File: src/rtl/completion_collector.sv
// completion_collector: per-FU completion FIFOs merged into one valid/ready stream toward the ROB
// Ports: clk/rst (sync, active-high); fu_out_inst_valid/fu_out_inst_ids per-FU completion pulses;
// fu_cmpl_full per-FU almost-full backpressure; cmpl_valid/cmpl_ready/cmpl_inst_id/cmpl_fu output
// stream; cmpl_overflow sticky drop flag.
// Optional: define CMPL_BYPASS_EN to let a completion arriving at an empty FIFO leave in the same cycle.
module completion_collector #(
  parameter int INST_ID_BITS = 6,
  parameter int FU_COUNT = 4,
  parameter int FUC_BITS = 2,
  parameter int CQ_DEPTH = 4
) (
  input  logic clk,
  input  logic rst,
  input  logic fu_out_inst_valid [FU_COUNT],
  input  logic [INST_ID_BITS-1:0] fu_out_inst_ids [FU_COUNT],
  output logic fu_cmpl_full [FU_COUNT],
  output logic cmpl_valid,
  input  logic cmpl_ready,
  output logic [INST_ID_BITS-1:0] cmpl_inst_id,
  output logic [FUC_BITS-1:0] cmpl_fu,
  output logic cmpl_overflow
);
  localparam int PW = $clog2(CQ_DEPTH);
  localparam int CW = PW + 1;
  logic [FU_COUNT-1:0] cand, drop;
  logic [INST_ID_BITS-1:0] head [FU_COUNT];
  logic [FUC_BITS-1:0] rr_ptr, lock_idx, scan, grant;
  logic lock_v, found, fire;
  for (genvar i = 0; i < FU_COUNT; i++) begin : g_fu
    logic [INST_ID_BITS-1:0] mem [CQ_DEPTH];
    logic [PW-1:0] wr_ptr, rd_ptr;
    logic [CW-1:0] count;
    logic empty, full, pop, fifo_pop, we;
    assign empty = count == '0;
    assign full = count == CW'(CQ_DEPTH);
`ifdef CMPL_BYPASS_EN
    assign cand[i] = !empty || fu_out_inst_valid[i];
    assign head[i] = empty ? fu_out_inst_ids[i] : mem[rd_ptr];
`else
    assign cand[i] = !empty;
    assign head[i] = mem[rd_ptr];
`endif
    assign pop = fire && grant == FUC_BITS'(i);
    assign fifo_pop = pop && !empty;
    // a bypassed completion (empty FIFO, popped this cycle) is never written
    assign we = fu_out_inst_valid[i] && !(empty && pop) && (!full || pop);
    assign drop[i] = fu_out_inst_valid[i] && full && !pop;
    assign fu_cmpl_full[i] = count >= CW'(CQ_DEPTH - 1);
    always_ff @(posedge clk) begin
      if (rst) begin
        count <= '0;
        wr_ptr <= '0;
        rd_ptr <= '0;
      end else begin
        if (we) begin
          mem[wr_ptr] <= fu_out_inst_ids[i];
          wr_ptr <= wr_ptr + 1'b1;
        end
        if (fifo_pop) rd_ptr <= rd_ptr + 1'b1;
        count <= count + CW'(we) - CW'(fifo_pop);
      end
    end
  end
  always_comb begin
    scan = '0;
    found = 1'b0;
    for (int k = 0; k < FU_COUNT; k++)
      if (!found && cand[(int'(rr_ptr) + k) % FU_COUNT]) begin
        found = 1'b1;
        scan = FUC_BITS'((int'(rr_ptr) + k) % FU_COUNT);
      end
  end
  // a stalled grant stays pinned so the presented completion cannot change under backpressure
  assign grant = lock_v ? lock_idx : scan;
  assign cmpl_valid = lock_v || found;
  assign fire = cmpl_valid && cmpl_ready;
  assign cmpl_inst_id = cmpl_valid ? head[grant] : '0;
  assign cmpl_fu = cmpl_valid ? grant : '0;
  always_ff @(posedge clk) begin
    if (rst) begin
      rr_ptr <= '0;
      lock_v <= 1'b0;
      lock_idx <= '0;
      cmpl_overflow <= 1'b0;
    end else begin
      lock_v <= cmpl_valid && !cmpl_ready;
      lock_idx <= grant;
      if (fire) rr_ptr <= grant == FUC_BITS'(FU_COUNT - 1) ? '0 : grant + 1'b1;
      if (|drop) cmpl_overflow <= 1'b1;
    end
  end
endmodule

File: config.mk
export PLATFORM = sky130hd
export DESIGN_NAME = completion_collector
export DESIGN_NICKNAME = d
export VERILOG_FILES = /design/src/rtl/completion_collector.sv
export SDC_FILE = /design/constraint.sdc
export NUM_CORES = 1
export LEC_CHECK = 0
export ABC_CLOCK_PERIOD_IN_PS = 3570
export BUFFER_PORTS_ARGS = -buffer_cell sky130_fd_sc_hd__buf_4
export CORE_MARGIN = 8
export CORE_UTILIZATION = 54
export DETAILED_ROUTE_END_ITERATION = 10
export GPL_TIMING_DRIVEN = 1
export PLACE_DENSITY = 0.8
export SYNTH_ARGS = -nofsm -noshare
export SYNTH_HDL_FRONTEND = slang
export SYNTH_SLANG_ARGS = --single-unit
File: constraint.sdc
create_clock -name clk -period 3.57 [get_ports clk]
set_input_delay 0.8925 -clock clk [delete_from_list [all_inputs] [get_ports clk]]
set_output_delay 0.8925 -clock clk [all_outputs]
set_load 0.02 [all_outputs]
## Word level (Yosys, flattened, before mapping)

Memories as Yosys holds them, arrays and structs flattened. A register that Yosys moved wholly into a read port is not among the register bits.
Index checks and enable logic that the tools add are counted.

| cells by class | value |
|---|---|
| divide/modulo/power cells | 0 |
| add/sub/neg operators | 20 |
| shift-type cells | 0 |
| muxes and demuxes | 46 |
| reduce and logical (&&, ||, !) cells | 67 |
| $lt $le $gt $ge | 9 |
| bitwise operators | 4 |
| equality and inequality tests | 7 |
| multipliers | 0 |

Operators with widths:

| operator | count |
|---|---|
| 1-bit logical AND | 33 |
| 2-bit 2-to-1 mux | 15 |
| 1-bit 2-to-1 mux | 23 |
| 2-bit by 1-bit adder with 2-bit output (second input constant) | 10 |
| 1-bit zero test | 20 |
| 6-bit 2-to-1 mux | 3 |
| 3-bit by 1-bit adder with 3-bit output | 4 |
| 6-bit binary-select mux with 2-bit select | 1 |
| 3-bit equality test (second input constant) | 4 |
| 3-bit by 2-bit >= comparator with 1-bit output (second input constant) | 4 |
| 3-bit zero test | 4 |
| 3-bit by 4-bit less-than comparator with 1-bit output (second input constant) | 3 |
| 3-bit by 1-bit subtractor with 3-bit output | 4 |
| 1-bit binary-select mux with 2-bit select | 4 |
| 2-bit OR reduction | 3 |
| 1-bit logical OR | 5 |
| 2-bit adder (second input constant) | 2 |
| 2-bit equality test (second input constant) | 2 |
| 4-bit OR reduction | 1 |
| 1-bit bitwise AND (first input constant) | 3 |
| 3-bit >= comparator (second input constant) | 1 |
| 2-bit by 3-bit less-than comparator with 1-bit output (second input constant) | 1 |
| 2-bit NOT with 3-bit output | 1 |
| 2-bit by 1-bit equality test with 1-bit output (second input constant) | 1 |
| 2-bit zero test | 1 |

| storage, ports and cells | value |
|---|---|
| memory bits (writable) | 96 |
| memories | 4 |
| memory bits (read-only) | 0 |
| output and inout port bits | 14 |
| register bits after elaboration | 34 |
| bits in latches | 0 |

Memories:

| name | words | width | rd ports | clocked after memory_dff | wr ports | line | text |
|---|---|---|---|---|---|---|---|
| g_fu[0].mem | 4 | 6 | 1 | 1 | 1 | 30 | `logic [INST_ID_BITS-1:0] mem [CQ_DEPTH];` |
| g_fu[1].mem | 4 | 6 | 1 | 1 | 1 | 30 |  |
| g_fu[2].mem | 4 | 6 | 1 | 1 | 1 | 30 |  |
| g_fu[3].mem | 4 | 6 | 1 | 1 | 1 | 30 |  |

## Logic depth before layout (Yosys ltp)

| logic depth | value |
|---|---|
| depth in word-level cells | 24 |
| gate-level depth with buffers | 17 |

## Worst setup path after synthesis

No wires, ideal clock.

| path | value |
|---|---|
| kind | reg2reg |
| start | register g_fu[3].count[1] |
| end | register g_fu[3].count[2] |
| period minus slack after synthesis | 3.568 ns |
| arrival time | 3.440 ns |
| required time | 3.442 ns |
| cell stages (with the launch flop) | 17 |
| library setup time | 0.128 ns |
| setup slack | 0.002 ns |
| path through | dfxtp_1 -> or4b_1 -> o22ai_1 -> a41oi_1 -> and2_4 -> inv_2 -> buf_2 -> ha_1 -> o21ai_0 -> a211oi_2 -> inv_1 -> ha_1 -> inv_1 -> ha_1 -> fa_1 -> xnor2_1 -> nor2_1 |

| on the way | value |
|---|---|
| cells in the longest elaborated chain, start to end | 23 |

Ends and longest elaborated chain:

| element | line | text |
|---|---|---|
| start, declared | 32 | `logic [CW-1:0] count;` |
| start signal, assigned | 60 | `count <= count + CW'(we) - CW'(fifo_pop);` |
| 3-bit zero test | 34 | `assign empty = count == '0;` |
| 1-bit zero test | 40, 44 |  |
| 1-bit binary-select mux with 2-bit select | 68 | `if (!found && cand[(int'(rr_ptr) + k) % FU_COUNT]) begin` |
| 1-bit 2-to-1 mux (not written as such) | 68 |  |
| 1-bit 2-to-1 mux | 68 |  |
| 1-bit zero test | 68 |  |
| 1-bit logical AND | 68 |  |
| 1-bit 2-to-1 mux | 68 |  |
| [... 6 more ...] | n/a |  |
| 2-bit 2-to-1 mux or 1-bit logical OR (tied branches) | 74, 75 |  |
| 2-bit equality test or 1-bit logical AND (tied branches) | 43, 76 |  |
| 1-bit logical AND | 43 | `assign pop = fire && grant == FUC_BITS'(i);` |
| 1-bit logical AND | 46 | `assign we = fu_out_inst_valid[i] && !(empty && pop) && (!full \|\| pop);` |
| 1-bit zero test | 46 |  |
| 1-bit logical AND (2 in a row) | 46 |  |
| 3-bit by 1-bit adder with 3-bit output | 60 |  |
| 3-bit by 1-bit subtractor with 3-bit output * | 60 |  |

Every way passes the cells marked *; elsewhere a longest branch is shown, timed or not. The select of a mux whose other input is x is not followed.
A chain may end at the register's enable or synchronous reset.

## Worst setup path in the final report

| path | value |
|---|---|
| start | register rr_ptr[1] |
| end | output cmpl_inst_id[4] |

| on the way | value |
|---|---|
| cells in the longest elaborated chain, start to end | 18 |

Ends and longest elaborated chain:

| element | line | text |
|---|---|---|
| start, declared | 27 | `logic [FUC_BITS-1:0] rr_ptr, lock_idx, scan, grant;` |
| start signal, assigned | 88 | `if (fire) rr_ptr <= grant == FUC_BITS'(FU_COUNT - 1) ? '0 : grant + 1'b1;` |
| 2-bit by 1-bit adder with 2-bit output or 1-bit binary-select mux with 2-bit select (tied branches) | 68, 70 |  |
| 1-bit binary-select mux with 2-bit select or 1-bit 2-to-1 mux (tied branches) | 68 |  |
| 1-bit 2-to-1 mux (not written as such) | 68 |  |
| 1-bit 2-to-1 mux (not written as such) or 1-bit zero test (tied branches) | 68 |  |
| 1-bit logical AND | 68 |  |
| 1-bit 2-to-1 mux | 68 |  |
| 1-bit zero test | 68 |  |
| 1-bit logical AND | 68 |  |
| 1-bit 2-to-1 mux | 68 |  |
| 1-bit zero test | 68 |  |
| 1-bit logical AND | 68 |  |
| 2-bit 2-to-1 mux | 68 |  |
| 2-bit 2-to-1 mux | 74 | `assign grant = lock_v ? lock_idx : scan;` |
| 2-bit NOT with 3-bit output (not written as such) | 77 | `assign cmpl_inst_id = cmpl_valid ? head[grant] : '0;` |
| 6-bit binary-select mux with 2-bit select | 77 |  |
| 6-bit 2-to-1 mux (not written as such) (2 in a row) | 77 |  |
| 6-bit 2-to-1 mux * | 77 |  |
| end, declared | 19 | `output logic [INST_ID_BITS-1:0] cmpl_inst_id,` |

Marked as above.

==> summary.txt <==
Die
  • Total core area: 0.0114 sq mm
  • Vertical die dimension: 124 um
  • Initial core utilization: 55.3%
  • Total I/O pin count: 45
  • Die Span X: 124 um
  • Die Outline Area: 0.0154 sq mm
  • Placement row count: 39

STA
  • Finish-stage setup viols: 0
  • Setup repair after global routing missed its margin: true
  • Minimum clock period: 3.53 ns
  • Slew of the pin with the lowest slew margin: 0.551 ns
  • Aggregate negative setup slack: 0 ns
  • Part of the cycle the worst path needs: 98.9%
  • Number of pins exceeding their max-slew limit in the final report: 0
  • FMAX: 283 MHz
  • Final count of hold timing violations: 0
  • Worst setup skew after layout: 0.00934 ns
  • Headroom to the max-slew limit: 63.0%

Placed design
  • IO buf count: 44
  • DPL Wire Length: 8540 um
  • Area post-placement: 0.00689 sq mm
  • Weighted congestion reported at the end of routability-driven placement: 0.886

Clock network
  • Clock input transition at the sequential cells of the worst setup and hold paths: 0.06 ns
  • Number of buffers on the longest clock path: 2
  • H-tree Lvls: 4
  • Total clock sinks: 138
  • Cell at the root of the clock tree: sky130_fd_sc_hd__clkbuf_16
  • Number of buffers created by CTS: 17
  • TritonCTS clock tree: yes
  • Clock insertion delay at the later pin of the skew report: 0.41 ns

Synthesis
  • Synthesis warning total: 0
  • Netlist cell types: 59
  • Leading cell types by total area after synthesis: sky130_fd_sc_hd__edfxtp_1, sky130_fd_sc_hd__dfxtp_1, sky130_fd_sc_hd__mux4_2
  • Area of the mapped netlist: 0.00629 sq mm
  • Syn Inst Count: 463
  • Number of enable flip-flop cells after synthesis: 96
  • Seq cells post-synth: 138
  • Most instantiated flip-flop cell in the synthesis netlist: sky130_fd_sc_hd__edfxtp_1
  • Part of the Yosys area used for sequential elements: 59.2%
  • Async set-or-reset flop fraction in the synthesized netlist: 0%
  • Leading cell types by count after synthesis: sky130_fd_sc_hd__edfxtp_1, sky130_fd_sc_hd__dfxtp_1, sky130_fd_sc_hd__nand2_1
  • Area share of the largest cell type after synthesis: 45.9%
  • Cell taking the most area after synthesis: sky130_fd_sc_hd__edfxtp_1
  • Post-Syn Area per Cell: 13.6 sq um
  • Syn_nets: 527
  • Dominant cell by count in the synthesized netlist: sky130_fd_sc_hd__edfxtp_1

Power
  • Cell internal power dissipation: 4690 uW
  • Highest ir drop seen on vdd: 0.776 mV
  • Total leakage power: 0.00289 uW
  • Comb power frac: 43.2%
  • Power density cells: 967 mW/mm^2
  • Switching power: 2700 uW
  • Sequential group share of total power: 30.5%
  • Sw frac: 36.5%
  • Clock power share: 26.3%

Layout
  • Core utilization of the finished layout: 67.2%
  • Layout cell share with drive strength beyond 1: 29.2%
  • Layout filler cell count: 749
  • Nets@finish: 597
  • P&R area growth vs syn: 21.5%
  • Post-route design area: 0.00764 sq mm
  • # diodes: 0

Job
  • Max_cap viols: 0

Critical path
  • Category of cells accounting for the largest share of critical-path delay: simple AND/OR/NAND/NOR gates
  • Crit Path Class: flip-flop to primary output
  • Crit Reg-Reg Startpoint: rr_ptr[1]$_SDFFE_PP0N_
  • Worst reg2reg path endpoint: g_fu[3].count[2]$_SDFF_PP0_
  • Worst-path cell with the longest stage delay: sky130_fd_sc_hd__or4_4
  • R2R cell count: 15
  • Bufs and invs on worst path: 3
  • Cells traversed along the worst timing path: or4_4 -> o22ai_2 -> a41oi_2 -> and2_4 -> inv_2 -> buf_8 -> nand2_1 -> nand3_1 -> and3_1 -> buf_4
  • Endpoint arrival time on the critical path: 2.64 ns
  • Register-to-register setup slack: 0.15 ns
  • Worst setup EP type: primary output
  • Total number of cells along the worst setup path: 10
  • Required @ worst endpoint: 2.68 ns
  • Maximum fanout count along the critical path: 16
  • Delay contributed by the slowest stage of the critical path: 0.55 ns
  • Crit start category: flip-flop

Hold path
  • Min-Delay Startpoint: g_fu[0].rd_ptr[1]$_SDFFE_PP0P_
  • Min-delay worst type: flip-flop to flip-flop
  • Endpoint of the worst hold path: g_fu[0].rd_ptr[1]$_SDFFE_PP0P_
  • Hold Path Depth: 2

GRT
  • Vias in the first global route: 4103
  • Pin count of the biggest net entering global routing: 58
  • Total congestion overflow after global routing: 0
  • All-Layer GR Usage: 17.9%
  • Initial antenna violation count: 0
  • Global-route wire length before repair: 20700 um

Routing
  • Pre-Repair DR Iteration Count: 5
  • Average detailed-routed wire length per instance: 18.4 um
  • Via count normalized by instance count: 5.74
  • Post-detailed-route DRC marker count: 0
  • Iter 0 DRT Violations: 375
  • Antenna-violating nets left: 0
  • Total length of routed wires: 12700 um
  • Number of vias after detailed routing: 3950

Status
  • Status: complete, no violations
worst reg2reg max path, cell delays in order, from the launching register on:
cell                       delay [ns]
sky130_fd_sc_hd__dfxtp_2         0.36
sky130_fd_sc_hd__or4_4           0.56
sky130_fd_sc_hd__o22ai_2         0.17
sky130_fd_sc_hd__a41oi_2         0.14
sky130_fd_sc_hd__and2_4          0.21
sky130_fd_sc_hd__inv_2           0.09
sky130_fd_sc_hd__ha_1            0.20
sky130_fd_sc_hd__o21ai_0         0.17
sky130_fd_sc_hd__a211oi_2        0.26
sky130_fd_sc_hd__inv_1           0.07
sky130_fd_sc_hd__ha_1            0.27
sky130_fd_sc_hd__inv_1           0.04
sky130_fd_sc_hd__ha_1            0.18
sky130_fd_sc_hd__fa_1            0.38
sky130_fd_sc_hd__xnor2_1         0.15
sky130_fd_sc_hd__nor2_1          0.05
cells in the final DEF, fill, tap and decap left out, drive strengths merged, types with 4 or more instances in the layout:
master / instances
a21oi: 9
and2: 5
and3: 8
buf: 71
bufinv: 6
clkbuf: 19
clkinv: 4
dfxtp: 42
edfxtp: 96
fa: 4
ha: 29
inv: 34
mux2i: 5
mux4: 24
nand2: 35
nand2b: 9
nand3: 17
nand4: 7
nor2: 33
nor2b: 8
nor3: 7
nor3b: 13
nor4: 5
o21ai: 10
or3: 5
xnor2: 8
cell families (layout without fill, tap and decap cells):
| group | Yosys count | in the layout | synth area share (%) |
|---|---|---|---|
| AO/OA/AOI/OAI | 39 | 39 | 5.39 |
| XOR/XNOR | 11 | 11 | 1.53 |
| adder cells (fa/ha/maj) | 34 | 34 | 7.22 |
| buffers and inverters | 52 | 134 | 3.40 |
| flip-flops | 138 | 138 | 59.2 |
| multiplexers | 32 | 32 | 9.99 |
| AND/OR/NAND/NOR | 157 | 157 | 13.2 |
power by group through the flow:
stage / registers, uW / logic [uW] / clock network, uW
detailed placement: 2260 / 2970 / 0
floorplan: 2160 / 2090 / 0
global route: 2290 / 3460 / 2040
global placement: 2250 / 2880 / 0
finish: 2250 / 3190 / 1940
CTS: 2230 / 3080 / 1960
metrics by stage:
stage	worst slack, ns	power [uW]	hold WS, ns	std cells
3_5_place_dp	0.106	5230	0.497	655
3_3_place_gp	0.252	5130	0.471	655
5_1_grt	-0.0551	7780	0.530	688
2_1_floorplan	0.00212	4250	0.459	463
4_1_cts	0.0160	7280	0.507	688
6_report	0.0390	7390	0.502	688
worst max-delay path by stage:
| stage | start | end | slack [ns] |
|---|---|---|---|
| final | rr_ptr[1]$_SDFFE_PP0N_ | cmpl_inst_id[4] | 0.04 |
| after global routing | g_fu[3].count[1]$_SDFF_PP0_ | cmpl_inst_id[4] | -0.06 |
| after CTS | rr_ptr[1]$_SDFFE_PP0N_ | cmpl_inst_id[4] | 0.02 |
| after detailed placement | g_fu[2].count[1]$_SDFF_PP0_ | g_fu[3].count[2]$_SDFF_PP0_ | 0.11 |
| after global placement | rr_ptr[1]$_SDFFE_PP0N_ | g_fu[3].count[2]$_SDFF_PP0_ | 0.25 |
| after floorplan | g_fu[3].count[1]$_SDFF_PP0_ | g_fu[3].count[2]$_SDFF_PP0_ | 0.002 |
cell type report:
cell class / count / area, sq um / area share, %
clock buffer: 19 / 433 / 5.67
inverter: 32 / 120 / 1.57
sequential: 138 / 3730 / 48.8
multi-input combinational: 273 / 2420 / 31.6
clock inverter: 12 / 220 / 2.88
timing repair buffer: 71 / 541 / 7.08
tap: 143 / 179 / 2.34
state kept, by name, summed over array words and instances (netlist names), named ones only:
name	cells
cmpl_overflow	1
g_fu.count	12
g_fu.mem	96
g_fu.rd_ptr	8
g_fu.wr_ptr	8
lock_idx	2
lock_v	1
rr_ptr	2
routing by layer:
layer  global-route usage (%)  wire (um)
met1                     22.1       5290
met2                     28.8       6280
met3                     5.39        824
met4                     7.29        265
met5                        0          0
timing repair:
action,CTS,global route
endpoints found under the hold margin,0,0
resized for setup,3,17
buffers inserted,2,0
endpoints found under the setup margin,6,21
hold buffers,0,0
cloned,0,0
No activity file was read; power rests on OpenSTA's default activity.
